--- src/rtl/sr_latch_driver.sv ---
// Clocked command-side driver for an asynchronous SR latch: turns accepted set/clear
// commands into fixed-width, mutually exclusive set/reset pulses and verifies the latch feedback.
module sr_latch_driver #(
    parameter int PULSE_W = 2,
    parameter int GAP_W   = 1
) (
    input  logic clk,
    input  logic rst,
    input  logic cmd_valid,
    input  logic cmd_op,
    output logic cmd_ready,
    output logic set,
    output logic reset,
    input  logic q,
    input  logic q_not,
    output logic done,
    output logic err,
    output logic busy
);

    localparam int MAX_W = (PULSE_W > GAP_W) ? PULSE_W : GAP_W;
    localparam int CW    = $clog2(MAX_W + 1);

    localparam logic [CW-1:0] CNT_ZERO   = {CW{1'b0}};
    localparam logic [CW-1:0] CNT_ONE    = CW'(1);
    localparam logic [CW-1:0] PULSE_LOAD = CW'(PULSE_W - 1);
    localparam logic [CW-1:0] GAP_LOAD   = CW'((GAP_W > 0) ? (GAP_W - 1) : 0);

    typedef enum logic [2:0] {
        ST_INIT  = 3'd0,
        ST_PULSE = 3'd1,
        ST_CHECK = 3'd2,
        ST_GAP   = 3'd3,
        ST_IDLE  = 3'd4
    } state_t;

    state_t        state_q, state_d;
    logic [CW-1:0] cnt_q, cnt_d;
    logic          exp_q, exp_d;
    logic          user_q, user_d;
    logic          armed_q, armed_d;
    logic          err_q, err_d;
    logic          set_q, set_d;
    logic          reset_q, reset_d;
    logic          ready_q, ready_d;
    logic          done_q, done_d;
    logic          busy_q, busy_d;

    // State, counter and registered-output flops with synchronous reset.
    always_ff @(posedge clk) begin
        if (rst) begin
            state_q <= ST_INIT;
            cnt_q   <= CNT_ZERO;
            exp_q   <= 1'b0;
            user_q  <= 1'b0;
            armed_q <= 1'b0;
            err_q   <= 1'b0;
            set_q   <= 1'b0;
            reset_q <= 1'b0;
            ready_q <= 1'b0;
            done_q  <= 1'b0;
            busy_q  <= 1'b1;
        end else begin
            state_q <= state_d;
            cnt_q   <= cnt_d;
            exp_q   <= exp_d;
            user_q  <= user_d;
            armed_q <= armed_d;
            err_q   <= err_d;
            set_q   <= set_d;
            reset_q <= reset_d;
            ready_q <= ready_d;
            done_q  <= done_d;
            busy_q  <= busy_d;
        end
    end

    // Next-state logic; armed_q marks that the INIT countdown has been loaded after reset.
    always_comb begin
        state_d = state_q;
        cnt_d   = cnt_q;
        exp_d   = exp_q;
        user_d  = user_q;
        armed_d = 1'b1;
        case (state_q)
            ST_INIT: begin
                if (!armed_q) begin
                    cnt_d = PULSE_LOAD;
                end else if (cnt_q != CNT_ZERO) begin
                    cnt_d = cnt_q - CNT_ONE;
                end else begin
                    state_d = ST_CHECK;
                end
            end
            ST_PULSE: begin
                if (cnt_q != CNT_ZERO) begin
                    cnt_d = cnt_q - CNT_ONE;
                end else begin
                    state_d = ST_CHECK;
                end
            end
            ST_CHECK: begin
                if (GAP_W > 0) begin
                    state_d = ST_GAP;
                    cnt_d   = GAP_LOAD;
                end else begin
                    state_d = ST_IDLE;
                end
            end
            ST_GAP: begin
                if (cnt_q != CNT_ZERO) begin
                    cnt_d = cnt_q - CNT_ONE;
                end else begin
                    state_d = ST_IDLE;
                end
            end
            ST_IDLE: begin
                if (cmd_valid && ready_q) begin
                    state_d = ST_PULSE;
                    cnt_d   = PULSE_LOAD;
                    exp_d   = cmd_op;
                    user_d  = 1'b1;
                end else begin
                    state_d = ST_IDLE;
                end
            end
            default: begin
                state_d = ST_INIT;
                cnt_d   = CNT_ZERO;
                exp_d   = 1'b0;
                user_d  = 1'b0;
                armed_d = 1'b0;
            end
        endcase
    end

    // Output decode from the next state so the registered outputs line up with state_q.
    always_comb begin
        set_d   = (state_d == ST_PULSE) && exp_d;
        reset_d = (state_d == ST_INIT) || ((state_d == ST_PULSE) && !exp_d);
        ready_d = (state_d == ST_IDLE);
        busy_d  = (state_d != ST_IDLE);
        done_d  = (state_d == ST_CHECK) && user_d;
        if (state_q == ST_CHECK) begin
            err_d = err_q | (q != exp_q) | (q_not != !exp_q);
        end else begin
            err_d = err_q;
        end
    end

    assign cmd_ready = ready_q;
    assign set       = set_q;
    assign reset     = reset_q;
    assign done      = done_q;
    assign err       = err_q;
    assign busy      = busy_q;

endmodule

--- config.mk ---
export PLATFORM = sky130hd
export DESIGN_NAME = sr_latch_driver
export DESIGN_NICKNAME = d
export VERILOG_FILES = /design/src/rtl/sr_latch_driver.sv
export SDC_FILE = /design/constraint.sdc
export NUM_CORES = 1
export LEC_CHECK = 0
export ABC_AREA = 1
export CORE_MARGIN = 5
export CORE_UTILIZATION = 45
export DETAILED_ROUTE_END_ITERATION = 7
export PLACE_DENSITY = 0.74
export SLEW_MARGIN = 20
export SYNTH_ARGS = -nofsm -noshare
export SYNTH_HDL_FRONTEND = slang
export SYNTH_SLANG_ARGS = --single-unit
--- constraint.sdc ---
create_clock -name clk -period 2.5 [get_ports clk]
set_input_delay 0.25 -clock clk [delete_from_list [all_inputs] [get_ports clk]]
set_output_delay 0.25 -clock clk [all_outputs]
set_load 0.02 [all_outputs]
* After elaboration in Yosys (flattened, before gate mapping)
Cells that the tools add are included.
** Cells by class
- Bitwise operators :: 2
- Add/sub/neg operators :: 1
- Shift-type cells :: 0
- Multipliers :: 0
- Equal/unequal tests :: 11
- Reduce and logical (&&, ||, !) cells :: 13
- Mux-type cells :: 14
- Div/mod/pow operators :: 0
- $lt $le $gt $ge :: 0
** Operators with widths (count)
- one-hot mux 3 bit (5 select lines) :: 1
- two-way mux 3 bit :: 4
- equality test 3 x 2 -> 1 bit, second input constant :: 3
- equality test 3 x 1 -> 1 bit, second input constant :: 2
- equality test 3 bit, second input constant :: 2
- zero test 3 bit :: 2
- two-way mux 2 bit :: 3
- one-hot mux 2 bit (3 select lines) :: 1
- OR reduction 5 bit :: 1
- logical AND 1 bit :: 4
- one-hot mux 1 bit (2 select lines) :: 2
- OR reduction 4 bit :: 1
- two-way mux 1 bit :: 3
- != test 3 bit, second input constant :: 1
- zero test 1 bit :: 2
- != test 1 bit :: 2
- != test 2 bit, second input constant :: 1
- bitwise OR 1 bit :: 2
- nonzero test 2 bit :: 1
- OR reduction 2 bit :: 1
- subtractor 2 x 1 -> 2 bit, second input constant :: 1
- logical OR 1 bit :: 1
** Storage, ports and cells
- Word-level logic and storage cells :: 52
- Memories kept :: 0
- Output and inout bits :: 6
- ROM bits :: 0
- Input bits :: 6
- Latch bits :: 0
- RAM bits :: 0
- Register bits :: 14

* Logic depth before layout (Yosys ltp)
- Depth after elaboration :: 7
- Mapped depth :: 8
- Mapped depth without buffers :: 8

* Least setup slack after synthesis
OpenSTA, ideal clock, no wires.
- Path kind :: flip-flop to flip-flop
- Start :: register ready_q, in the netlist cmd_ready
- End :: register reset_q, in the netlist reset
- Stages on the path, launching flop included :: 7
- Buffers on the path :: 0
- Clock period less this slack :: 1.035 ns
- Arrival time :: 0.966 ns
- Path slack :: 1.465 ns
- Path through :: dfxtp_1 > nand2_1 > inv_1 > nand3_1 > o21ai_0 > nand3_1 > a21oi_1
** On the way
- Longest elaborated chain between the ends :: 6
- Elaborated cells on any way between the ends :: 10
- Classes of those cells :: eq/ne (1); mux (4); reduce/logical (5)
** Ends and longest elaborated chain
- start: declaration :: RTL line 45 : logic ready_q, ready_d;
- start signal: assignment :: RTL line 72 : ready_q <= ready_d;
- logical AND 1 bit * :: RTL line 118 : if (cmd_valid && ready_q) begin
- two-way mux 3 bit / two-way mux 1 bit (equally long branches) :: RTL line 118
- one-hot mux 3 bit (5 select lines) / one-hot mux 1 bit (2 select lines) (equally long branches) :: RTL line 85 : case (state_q)
- equality test 3 x 1 -> 1 bit / zero test 1 bit (equally long branches) :: RTL line 140 : reset_d = (state_d == ST_INIT) || ((state_d == ST_PULSE) && !exp_d);
- logical AND 1 bit :: RTL line 140
- logical OR 1 bit * :: RTL line 140
- end signal: assignment :: RTL line 71 : reset_q <= reset_d;
- end: declaration :: RTL line 44 : logic reset_q, reset_d;
Every way passes the cells marked *; elsewhere a longest branch is shown, timed or not.
A chain may end at the register's enable or synchronous reset.

* Worst setup path in the final report
- Start :: register err_q, in the netlist err
- End :: output port err
** RTL lines
- start: declaration :: RTL line 42 : logic err_q, err_d;
- start signal: assignment :: RTL line 69 : err_q <= err_d;
- end: declaration :: RTL line 17 : output logic err,
No word-level cell between the ends.

==> summary.md <==
| Metric | Value |
|---|---|
| Status | `complete, no violations` |
| Crit path buf inv count | `1` |
| FMAX | `677 MHz` |
| Worst clock skew | `7.71 ps` |
| Clock buffer depth | `2` |
| Total wire length | `1.33 mm` |
| Pins Over Slew Limit | `0` |
| GRT Total Usage | `14.0%` |
| Worst setup SP type | `register` |
| Synth top area cells | `dfxtp_1, nand2_1, inv_1` |
| Main synth FF type | `dfxtp_1` |
| Post-synth ARST share | `0%` |
| Largest area contributor in the netlist | `dfxtp_1` |
| Initial drt markers | `15` |
| First-pass GRT wire length | `2.09 mm` |
| DRT Pass-1 Iters | `4` |
| Die area | `0.00223 mm²` |
| Register share of total power | `42.5%` |
| Area share of the leading cell type in the synthesized netlist | `45.0%` |
| Logic gate share of total power | `32.3%` |
| Final net count | `114` |
| Most common cell in the synthesized netlist | `nand2_1` |
| EDFF count, synth | `0` |
| Peak supply drop | `0.513 mV` |
| WHS | `453 ps` |
| Crit path max fanout | `2` |
| Total congestion overflow | `0` |
| CTS tree | `yes` |
| CP Data Arrival Time | `1230 ps` |
| Core Area | `0.00130 mm²` |
| ANT cells | `0` |
| Post-route DRC | `0` |
| Cts bufs inserted | `3` |
| Post-DP HPWL | `999 µm` |
| Number of buffers added on ports | `11` |
| Routed via count | `603` |
| Share of layout cells above drive strength 1 | `8.41%` |
| Hold Vio Cnt, Final | `0` |
| Post-CTS setup buffers | `0` |
| CTS Hold Bufs | `0` |
| Final min period | `1480 ps` |
| Post-Synthesis Cells | `93` |
| Die X | `47.2 µm` |
| Clock-pin slew on the worst setup and hold paths | `90 ps` |
| Sw power | `232 µW` |
| Post_cts resized | `0` |
| Routed Antenna Nets | `0` |
| Via density | `4.94` |
| Register area share after synthesis | `45.0%` |
| Post-DR wirelength/cell | `10.9 µm` |
| I/O Pins | `12` |
| Sink Count | `14` |
| WP data required | `2250 ps` |
| Synthesized flop and latch total | `14` |
| Setup TNS | `0 ps` |
| Power Density | `833 mW/mm²` |
| Starting Density | `47.9%` |
| Max reg flops | `3` |
| Regs by FF count | `state_q: 3 flops, cnt_q: 2 flops` |
| CP delay by family, top | `buffers and inverters` |
| Clk_lat worst skew | `290 ps` |
| Fin crit share | `59.1%` |
| HP Class | `reg2reg` |
| Switching share of power | `35.7%` |
| H-tree depth | `1` |
| Root buf cell | `clkbuf_4` |
| Die H | `47.2 µm` |
| Top reg by flops | `state_q` |
| Vias in the first global route | `498` |
| Slowest CP cell | `clkdlybuf4s50_1` |
| Relative slew slack | `77.0%` |
| Critical Path End Type | `output pin` |
| Crit-path cells | `clkdlybuf4s50_1` |
| Synth Net Count | `99` |
| Clock Power Share | `25.2%` |
| Leakage | `0.409 nW` |
| Area delta synth->final | `25.3%` |
| Setup Viol. Count Final | `0` |
| Initial antenna violation count | `0` |
| RSZ-0062 raised after global routing | `false` |
| Mapped Avg Cell Area | `6.70 µm²` |
| CP max stage delay | `610 ps` |
| Synthesized area | `623 µm²` |
| Largest net degree at the start of global routing | `10` |
| Synth Warn # | `0` |
| WS Path Type | `reg2out` |
| Slew of the pin with the lowest slew margin | `345 ps` |
| Max-cap violations | `0` |
| Global placer's final weighted congestion | `0.833` |
| Row cnt | `13` |
| Commonest cells in the netlist | `nand2_1, dfxtp_1, inv_1` |
| Int Power | `418 µW` |
| Cell variety after synth | `14` |
-- metrics by stage --
stage	setup slack (ps)	power [mW]	utilization, %	std cells	cell area (µm²)
2_1_floorplan	1460	0.426	-	93	623
3_3_place_gp	1130	0.486	57.2	118	744
3_5_place_dp	1090	0.490	57.2	118	744
4_1_cts	1020	0.653	60.0	122	781
5_1_grt	973	0.696	60.0	122	781
6_report	1020	0.650	60.0	122	781
-- cell usage in the layout, fill, tap and decap left out --
master / netlist / final
a21oi_1: 4 / 4
a31oi_1: 1 / 1
clkbuf_4: 0 / 3
clkbuf_8: 0 / 1
clkdlybuf4s50_1: 0 / 11
dfxtp_1: 14 / 14
inv_1: 14 / 14
inv_2: 2 / 2
nand2_1: 32 / 32
nand3_1: 5 / 5
nor2_1: 13 / 13
nor2_4: 2 / 2
nor3_1: 1 / 1
nor3_2: 1 / 1
o211ai_1: 1 / 1
o21ai_0: 2 / 2
-- power groups by stage --
stage | Clock [mW] | Combinational, mW | Sequential [mW]
after floorplan | 0 | 0.135 | 0.290
after global placement | 0 | 0.206 | 0.281
after detailed placement | 0 | 0.208 | 0.281
after CTS | 0.168 | 0.209 | 0.276
after global routing | 0.182 | 0.236 | 0.278
final | 0.164 | 0.210 | 0.276
-- logic make-up (layout without fill, tap and decap cells) --
kind of cell	after synthesis	count (layout)	synth area share [%]
simple gates	54	54	37.1
flops	14	14	45.0
buf+inv	17	31	10.8
compound gates	8	8	7.03
-- final timing paths --
| check | cells after the start | to | from | slack (ps) |
|---|---|---|---|---|
| setup / recovery | 1 | err | err | 1020 |
| hold / removal | 2 | err | err | 450 |
| setup reg to reg | 6 | set | state_q[2] | 1250 |
| hold reg to reg | 2 | err | err | 450 |
-- layer usage --
layer	GRT usage (%)	vias up	part of all wire [%]
met5	0	-	0
met4	6.63	0	1.7
met3	3.45	4	7.0
met2	23.6	32	45
met1	16.5	255	47
li1	-	312	-
-- area by class of cell --
cell class	instances	area, µm²
Fill cell	129	520
Sequential cell	14	280
Multi-Input combinational cell	62	275
Timing Repair Buffer	11	110
Inverter	16	60.1
Clock buffer	4	36.3
Tap cell	15	18.8
No activity file was read; power rests on OpenSTA's default activity.
